[src/rtl/parking_pkg.sv]
// Shared types and defaults for the parking gate controller.
package parking_pkg;

    typedef enum logic [1:0] {
        IDLE    = 2'd0,
        OPEN    = 2'd1,
        PASSING = 2'd2,
        DENY    = 2'd3
    } gate_state_t;

    localparam int DEF_DEBOUNCE_CYCLES = 4;
    localparam int DEF_OPEN_TIMEOUT    = 1000;

    // Two-deep event queue kept as thermometer flags: bit 0 = first level, bit 1 = second level.
    function automatic logic [1:0] pend_next(input logic [1:0] pend, input logic ev, input logic grant);
        int c;
        c = int'(pend[0]) + int'(pend[1]) + int'(ev) - int'(grant);
        return {c >= 2, c >= 1};
    endfunction

endpackage

[src/rtl/parking_gate_ctrl_if.sv]
// Sensor, status and strobe bundle of the parking gate controller.
// Statistics outputs exist only when PARKING_GATE_STATS_EN is defined.
interface parking_gate_ctrl_if;
    logic arrive_raw;
    logic pass_raw;
    logic exit0_raw;
    logic exit1_raw;
    logic full;
    logic barrier_open;
    logic deny;
    logic in_pulse;
    logic out0_pulse;
    logic out1_pulse;
`ifdef PARKING_GATE_STATS_EN
    logic [15:0] entries_total;
    logic [15:0] denied_total;

    modport master (
        output arrive_raw, pass_raw, exit0_raw, exit1_raw, full,
        input  barrier_open, deny, in_pulse, out0_pulse, out1_pulse,
        input  entries_total, denied_total
    );
    modport slave (
        input  arrive_raw, pass_raw, exit0_raw, exit1_raw, full,
        output barrier_open, deny, in_pulse, out0_pulse, out1_pulse,
        output entries_total, denied_total
    );
`else
    modport master (
        output arrive_raw, pass_raw, exit0_raw, exit1_raw, full,
        input  barrier_open, deny, in_pulse, out0_pulse, out1_pulse
    );
    modport slave (
        input  arrive_raw, pass_raw, exit0_raw, exit1_raw, full,
        output barrier_open, deny, in_pulse, out0_pulse, out1_pulse
    );
`endif
endinterface

[src/rtl/parking_gate_ctrl_debounce.sv]
// Level debouncer: filt follows raw only after DEBOUNCE_CYCLES consecutive differing samples.
module sensor_debounce
    import parking_pkg::*;
#(
    parameter int DEBOUNCE_CYCLES = DEF_DEBOUNCE_CYCLES
) (
    input  logic clk,
    input  logic rst,
    input  logic raw,
    output logic filt,
    output logic rise,
    output logic fall
);

    logic [7:0] cnt;
    logic       settle;

    assign settle = (raw != filt) && (cnt == 8'(DEBOUNCE_CYCLES - 1));

    always_ff @(posedge clk or posedge rst) begin
        if (rst) begin
            filt <= 1'b0;
            cnt  <= '0;
            rise <= 1'b0;
            fall <= 1'b0;
        end else begin
            rise <= settle & raw;
            fall <= settle & ~raw;
            if (raw == filt || settle)
                cnt <= '0;
            else
                cnt <= cnt + 8'd1;
            if (settle)
                filt <= raw;
        end
    end

endmodule

[src/rtl/parking_gate_ctrl.sv]
// Entry barrier FSM, exit event capture and strobe arbiter for the occupancy counter.
// Define PARKING_GATE_STATS_EN to add the entries_total / denied_total counters.
module parking_gate_ctrl
    import parking_pkg::*;
#(
    parameter int DEBOUNCE_CYCLES = DEF_DEBOUNCE_CYCLES,
    parameter int OPEN_TIMEOUT    = DEF_OPEN_TIMEOUT
) (
    input  logic                clk,
    input  logic                rst,
    parking_gate_ctrl_if.slave  gate
);

    logic arrive, pass_rise, pass_fall, exit0_rise, exit1_rise;
    logic unused_arrive_rise, unused_arrive_fall, unused_pass_filt;
    logic unused_exit0_filt, unused_exit0_fall, unused_exit1_filt, unused_exit1_fall;

    sensor_debounce #(.DEBOUNCE_CYCLES(DEBOUNCE_CYCLES)) u_arrive (
        .clk(clk), .rst(rst), .raw(gate.arrive_raw),
        .filt(arrive), .rise(unused_arrive_rise), .fall(unused_arrive_fall));
    sensor_debounce #(.DEBOUNCE_CYCLES(DEBOUNCE_CYCLES)) u_pass (
        .clk(clk), .rst(rst), .raw(gate.pass_raw),
        .filt(unused_pass_filt), .rise(pass_rise), .fall(pass_fall));
    sensor_debounce #(.DEBOUNCE_CYCLES(DEBOUNCE_CYCLES)) u_exit0 (
        .clk(clk), .rst(rst), .raw(gate.exit0_raw),
        .filt(unused_exit0_filt), .rise(exit0_rise), .fall(unused_exit0_fall));
    sensor_debounce #(.DEBOUNCE_CYCLES(DEBOUNCE_CYCLES)) u_exit1 (
        .clk(clk), .rst(rst), .raw(gate.exit1_raw),
        .filt(unused_exit1_filt), .rise(exit1_rise), .fall(unused_exit1_fall));

    gate_state_t state, state_n;
    logic [15:0] timer, timer_n;
    logic        in_event;

    always_ff @(posedge clk or posedge rst) begin
        if (rst) begin
            state <= IDLE;
            timer <= '0;
        end else begin
            state <= state_n;
            timer <= timer_n;
        end
    end

    always_comb begin
        state_n  = state;
        timer_n  = timer;
        in_event = 1'b0;
        case (state)
            IDLE: begin
                if (arrive) begin
                    if (gate.full) begin
                        state_n = DENY;
                    end else begin
                        state_n = OPEN;
                        timer_n = 16'(OPEN_TIMEOUT);
                    end
                end
            end
            OPEN: begin
                if (pass_rise) begin
                    state_n = PASSING;
                    timer_n = '0;
                end else if (timer == 16'd1) begin
                    state_n = IDLE;
                    timer_n = '0;
                end else begin
                    timer_n = timer - 16'd1;
                end
            end
            PASSING: begin
                if (pass_fall) begin
                    state_n  = IDLE;
                    in_event = 1'b1;
                end
            end
            DENY: begin
                if (!arrive || !gate.full)
                    state_n = IDLE;
            end
            default: state_n = IDLE;
        endcase
    end

    assign gate.barrier_open = (state == OPEN) || (state == PASSING);
    assign gate.deny         = (state == DENY);

    // A strobe is never granted in the cycle right after another one: the counter is level-sensitive.
    logic [1:0] in_pend, out0_pend, out1_pend;
    logic       in_strobe, out0_strobe, out1_strobe;
    logic       busy, grant_in, grant_out0, grant_out1;

    assign busy       = in_strobe | out0_strobe | out1_strobe;
    assign grant_in   = !busy && in_pend[0];
    assign grant_out0 = !busy && !in_pend[0] && out0_pend[0];
    assign grant_out1 = !busy && !in_pend[0] && !out0_pend[0] && out1_pend[0];

    always_ff @(posedge clk or posedge rst) begin
        if (rst) begin
            in_pend     <= '0;
            out0_pend   <= '0;
            out1_pend   <= '0;
            in_strobe   <= 1'b0;
            out0_strobe <= 1'b0;
            out1_strobe <= 1'b0;
        end else begin
            in_pend     <= pend_next(in_pend, in_event, grant_in);
            out0_pend   <= pend_next(out0_pend, exit0_rise, grant_out0);
            out1_pend   <= pend_next(out1_pend, exit1_rise, grant_out1);
            in_strobe   <= grant_in;
            out0_strobe <= grant_out0;
            out1_strobe <= grant_out1;
        end
    end

    assign gate.in_pulse   = in_strobe;
    assign gate.out0_pulse = out0_strobe;
    assign gate.out1_pulse = out1_strobe;

`ifdef PARKING_GATE_STATS_EN
    logic [15:0] entries_cnt, denied_cnt;

    always_ff @(posedge clk or posedge rst) begin
        if (rst) begin
            entries_cnt <= '0;
            denied_cnt  <= '0;
        end else begin
            if (in_strobe && entries_cnt != 16'hFFFF)
                entries_cnt <= entries_cnt + 16'd1;
            if (state == IDLE && state_n == DENY && denied_cnt != 16'hFFFF)
                denied_cnt <= denied_cnt + 16'd1;
        end
    end

    assign gate.entries_total = entries_cnt;
    assign gate.denied_total  = denied_cnt;
`endif

endmodule

[src/flat_wrapper.sv]
// flat-port wrapper written by rule: the top's interface ports become plain ports
module parking_gate_ctrl_flat import parking_pkg::*;
#(
    parameter int DEBOUNCE_CYCLES = DEF_DEBOUNCE_CYCLES,
    parameter int OPEN_TIMEOUT    = DEF_OPEN_TIMEOUT
)
  (clk, rst, gate_arrive_raw, gate_pass_raw, gate_exit0_raw, gate_exit1_raw, gate_full, gate_barrier_open, gate_deny, gate_in_pulse, gate_out0_pulse, gate_out1_pulse);
  parking_gate_ctrl_if gate_i ();
  input  logic clk;
  input  logic rst;
  input wire logic [$bits(gate_i.arrive_raw)-1:0] gate_arrive_raw;
  input wire logic [$bits(gate_i.pass_raw)-1:0] gate_pass_raw;
  input wire logic [$bits(gate_i.exit0_raw)-1:0] gate_exit0_raw;
  input wire logic [$bits(gate_i.exit1_raw)-1:0] gate_exit1_raw;
  input wire logic [$bits(gate_i.full)-1:0] gate_full;
  output wire logic [$bits(gate_i.barrier_open)-1:0] gate_barrier_open;
  output wire logic [$bits(gate_i.deny)-1:0] gate_deny;
  output wire logic [$bits(gate_i.in_pulse)-1:0] gate_in_pulse;
  output wire logic [$bits(gate_i.out0_pulse)-1:0] gate_out0_pulse;
  output wire logic [$bits(gate_i.out1_pulse)-1:0] gate_out1_pulse;
  assign gate_i.arrive_raw = gate_arrive_raw;
  assign gate_i.pass_raw = gate_pass_raw;
  assign gate_i.exit0_raw = gate_exit0_raw;
  assign gate_i.exit1_raw = gate_exit1_raw;
  assign gate_i.full = gate_full;
  assign gate_barrier_open = gate_i.barrier_open;
  assign gate_deny = gate_i.deny;
  assign gate_in_pulse = gate_i.in_pulse;
  assign gate_out0_pulse = gate_i.out0_pulse;
  assign gate_out1_pulse = gate_i.out1_pulse;
  parking_gate_ctrl #(.DEBOUNCE_CYCLES(DEBOUNCE_CYCLES), .OPEN_TIMEOUT(OPEN_TIMEOUT)) u_core (.clk(clk), .rst(rst), .gate(gate_i));
endmodule
[config.mk]
export PLATFORM = sky130hd
export DESIGN_NAME = parking_gate_ctrl_flat
export DESIGN_NICKNAME = d
export VERILOG_FILES = /design/src/rtl/parking_pkg.sv /design/src/rtl/parking_gate_ctrl_if.sv /design/src/rtl/parking_gate_ctrl_debounce.sv /design/src/rtl/parking_gate_ctrl.sv /design/src/flat_wrapper.sv
export SDC_FILE = /design/constraint.sdc
export NUM_CORES = 1
export LEC_CHECK = 0
export CORE_ASPECT_RATIO = 0.7
export CORE_UTILIZATION = 60
export DETAILED_ROUTE_END_ITERATION = 8
export PLACE_DENSITY_LB_ADDON = 0.05
export SLEW_MARGIN = 20
export SYNTH_ARGS = -nofsm -noshare
export SYNTH_HDL_FRONTEND = slang
export SYNTH_HIERARCHICAL = 1
export SYNTH_SLANG_ARGS = --single-unit
[constraint.sdc]
create_clock -name clk -period 2.6 [get_ports clk]
set_input_delay 0.52 -clock clk [delete_from_list [all_inputs] [get_ports clk]]
set_output_delay 0.52 -clock clk [all_outputs]
set_load 0.02 [all_outputs]
==> flow_summary.json <==
{
  "drv.max_cap_violation_count": 0,
  "slowest_stage": "sky130_fd_sc_hd__or3b_2",
  "worstPathCellList": "inv_1, ha_1, or3b_2, or2_1, or3_1, o22ai_1",
  "numPortBuffers": 11,
  "grt.total_usage_pct": 25.7,
  "setup.worst_path.class": "reg -> reg",
  "globalRoute.totalOverflow": 0,
  "grt_max_degree": 28,
  "wire_length_of_the_first_global_routing_pass_um": 12100,
  "regToRegSetupSlack_ns": 0.43,
  "syn-mean-instance-area_um2": 10.3,
  "grt_setup_unrepaired": "no",
  "ctsResizeCount": 0,
  "clock_sinks": 67,
  "clock_pin_slew_worst_setup_and_hold_paths_ns": 0.07,
  "num_antenna_cells": 0,
  "initialDrtViolationCount": 216,
  "htree_num_levels": 3,
  "endpoint_type_of_the_worst_setup_path": "flop",
  "hold_viol": 0,
  "start_kind": "flop",
  "crit_buf_inv": 1,
  "seq_power_share_pct": 43.2,
  "grt_antenna_before_repair": 0,
  "run_status": "complete, no violations",
  "finalHoldWorstSlack_ns": 0.487,
  "tritoncts": "yes",
  "syn2layout_area_growth_pct": 10.8,
  "cpLargestDelayFamily": "simple AND/OR/NAND/NOR gates",
  "fp-row-count": 23,
  "timing.clock.skew_ns": 0.00601,
  "route.antenna.remaining_nets": 0,
  "finalSetupViolations": 0,
  "swShare_pct": 37.1,
  "via_per_inst": 5.84,
  "met2_wirelength_um": 3030,
  "maxSlewHeadroom_pct": 56.3,
  "power.switching_w": 0.00130,
  "drive_above_1_share_pct": 11.0,
  "initial_util_pct": 62.6,
  "combinational_power_share_pct": 33.4,
  "routed_len_inst_um": 15.5,
  "met1_length_um": 3610,
  "die_y_um": 66.7,
  "crit_path_max_fanout": 7,
  "tritoncts.num_buffers": 9,
  "power.clock.fraction_pct": 23.4,
  "layout_worst_path_cycle_share_pct": 83.4,
  "drc": 0,
  "drt_first_pass_iters": 4,
  "power-per-cell-area_nw_per_um2": 880,
  "hold_bufs_at_cts": 0,
  "critical_path_required_ns": 2.85,
  "worst_ep_arrival_time_ns": 2.42,
  "estimated_wirelength_of_the_detail_placed_design_um": 4980,
  "fp.dieW_um": 94.4,
  "core_region_area_um2": 5730,
  "peakVddDrop_mv": 0.476,
  "hold_class": "reg -> reg",
  "postSynthCellCount": 347,
  "io_pins": 12,
  "highest_layer": "met4",
  "clkLatencyLatePin_ns": 0.33,
  "syn_area_um2": 3580,
  "final_util_pct": 69.3,
  "fmaxAchievable_mhz": 461,
  "grt_pass1_vias": 2505,
  "worst_path_largest_cell_delay_ns": 0.53,
  "fillers": 439,
  "route.met3.wl_um": 267,
  "routabilityCongestion": 0.836,
  "final.min_clock_period_ns": 2.17,
  "total_number_of_yosys_warnings": 6,
  "postCtsSetupBuffers": 0,
  "clk_path_buf_depth": 2,
  "timing_max_transition_violations_final": 0,
  "post-layout-total-power_w": 0.00349,
  "via_count": 2617,
  "leakage_nw": 1.74,
  "die_area_um2": 6290,
  "timing_worst_slew_pin_value_ns": 0.649,
  "cts-root-buf": "sky130_fd_sc_hd__clkbuf_8",
  "finalWirelength_um": 6960,
  "setup-tns-final_ns": 0,
  "internal_power_w": 0.00220,
  "final_net_count": 394
}
## final timing paths
path / from / end / depth (start not counted)
setup / recovery: u_core/timer[0]$_DFFE_PP0P_ / u_core/timer[10]$_DFFE_PP0P_ / 6
hold / removal: u_core/out0_pend[0]$_DFF_PP0_ / u_core/gate.out1_pulse$_DFF_PP0_ / 1
setup reg to reg: u_core/timer[0]$_DFFE_PP0P_ / u_core/timer[10]$_DFFE_PP0P_ / 6
hold reg to reg: u_core/out0_pend[0]$_DFF_PP0_ / u_core/gate.out1_pulse$_DFF_PP0_ / 1
max in group asynchronous: rst / u_core/timer[14]$_DFFE_PP0P_ / 3
min in group asynchronous: rst / u_core/u_exit0/cnt[7]$_DFF_PP0_ / 2
## power groups by stage
stage,Clock (W),Sequential (W),Combinational (W)
after global placement,0,0.00150,0.00112
after CTS,0.000849,0.00150,0.00116
after detailed placement,0,0.00151,0.00114
after floorplan,0,0.00144,0.000919
final,0.000817,0.00151,0.00117
after global routing,0.000902,0.00154,0.00131
## final cells by class
type	count	area (um2)	share of cell area, %
multi-input cells	254	1810	45.5
flip-flops and latches	67	1680	42.2
inverters	24	90.1	2.27
clock inverters	4	51.3	1.29
well taps	75	93.8	2.36
clock buffers	12	135	3.40
repair buffers	12	118	2.96
## cell usage in the layout, fill, tap and decap left out, types with 13 or more instances in the layout
| master | count |
|---|---|
| sky130_fd_sc_hd__nor2_1 | 22 |
| sky130_fd_sc_hd__inv_1 | 24 |
| sky130_fd_sc_hd__a21oi_1 | 17 |
| sky130_fd_sc_hd__o21ai_0 | 17 |
| sky130_fd_sc_hd__ha_1 | 16 |
| sky130_fd_sc_hd__dfrtp_1 | 67 |
| sky130_fd_sc_hd__or3_1 | 17 |
| sky130_fd_sc_hd__o31ai_1 | 13 |
| sky130_fd_sc_hd__nand2_1 | 18 |
| sky130_fd_sc_hd__nand3_1 | 17 |
## worst reg2reg max path: stages (launching register included)
cell and delay, ns:
sky130_fd_sc_hd__dfrtp_1 0.45, sky130_fd_sc_hd__inv_1 0.09, sky130_fd_sc_hd__ha_1 0.19, sky130_fd_sc_hd__or3b_2 0.53, sky130_fd_sc_hd__or2_1 0.32, sky130_fd_sc_hd__or3_1 0.35, sky130_fd_sc_hd__o22ai_1 0.17
## through the flow
stage               cell area (um2)  worst slack (ns)  cells
detailed placement             3780             0.422    432
global placement               3780             0.461    432
floorplan                      3600             0.661    351
finish                         3970             0.431    448
CTS                            3970             0.410    448
global route                   3970             0.310    448
## metal layers
metal	global-route usage, %	vias up
li1	-	1302
met1	38.4	1262
met2	37.1	45
met3	6.62	8
met4	5.96	0
met5	0	-
## registers in the layout (all words and copies together) (netlist names)
| register | count |
|---|---|
| u_core/gate.in_pulse | 1 |
| u_core/gate.out0_pulse | 1 |
| u_core/gate.out1_pulse | 1 |
| u_core/in_pend | 2 |
| u_core/out0_pend | 2 |
| u_core/out1_pend | 2 |
| u_core/state | 2 |
| u_core/timer | 16 |
| u_core/u_arrive/cnt | 8 |
| u_core/u_arrive/filt | 1 |
| u_core/u_exit0/cnt | 8 |
| u_core/u_exit0/filt | 1 |
| u_core/u_exit0/rise | 1 |
| u_core/u_exit1/cnt | 8 |
| u_core/u_exit1/filt | 1 |
| u_core/u_exit1/rise | 1 |
| u_core/u_pass/cnt | 8 |
| u_core/u_pass/fall | 1 |
| u_core/u_pass/filt | 1 |
| u_core/u_pass/rise | 1 |
No activity file was read; power rests on OpenSTA's default activity.
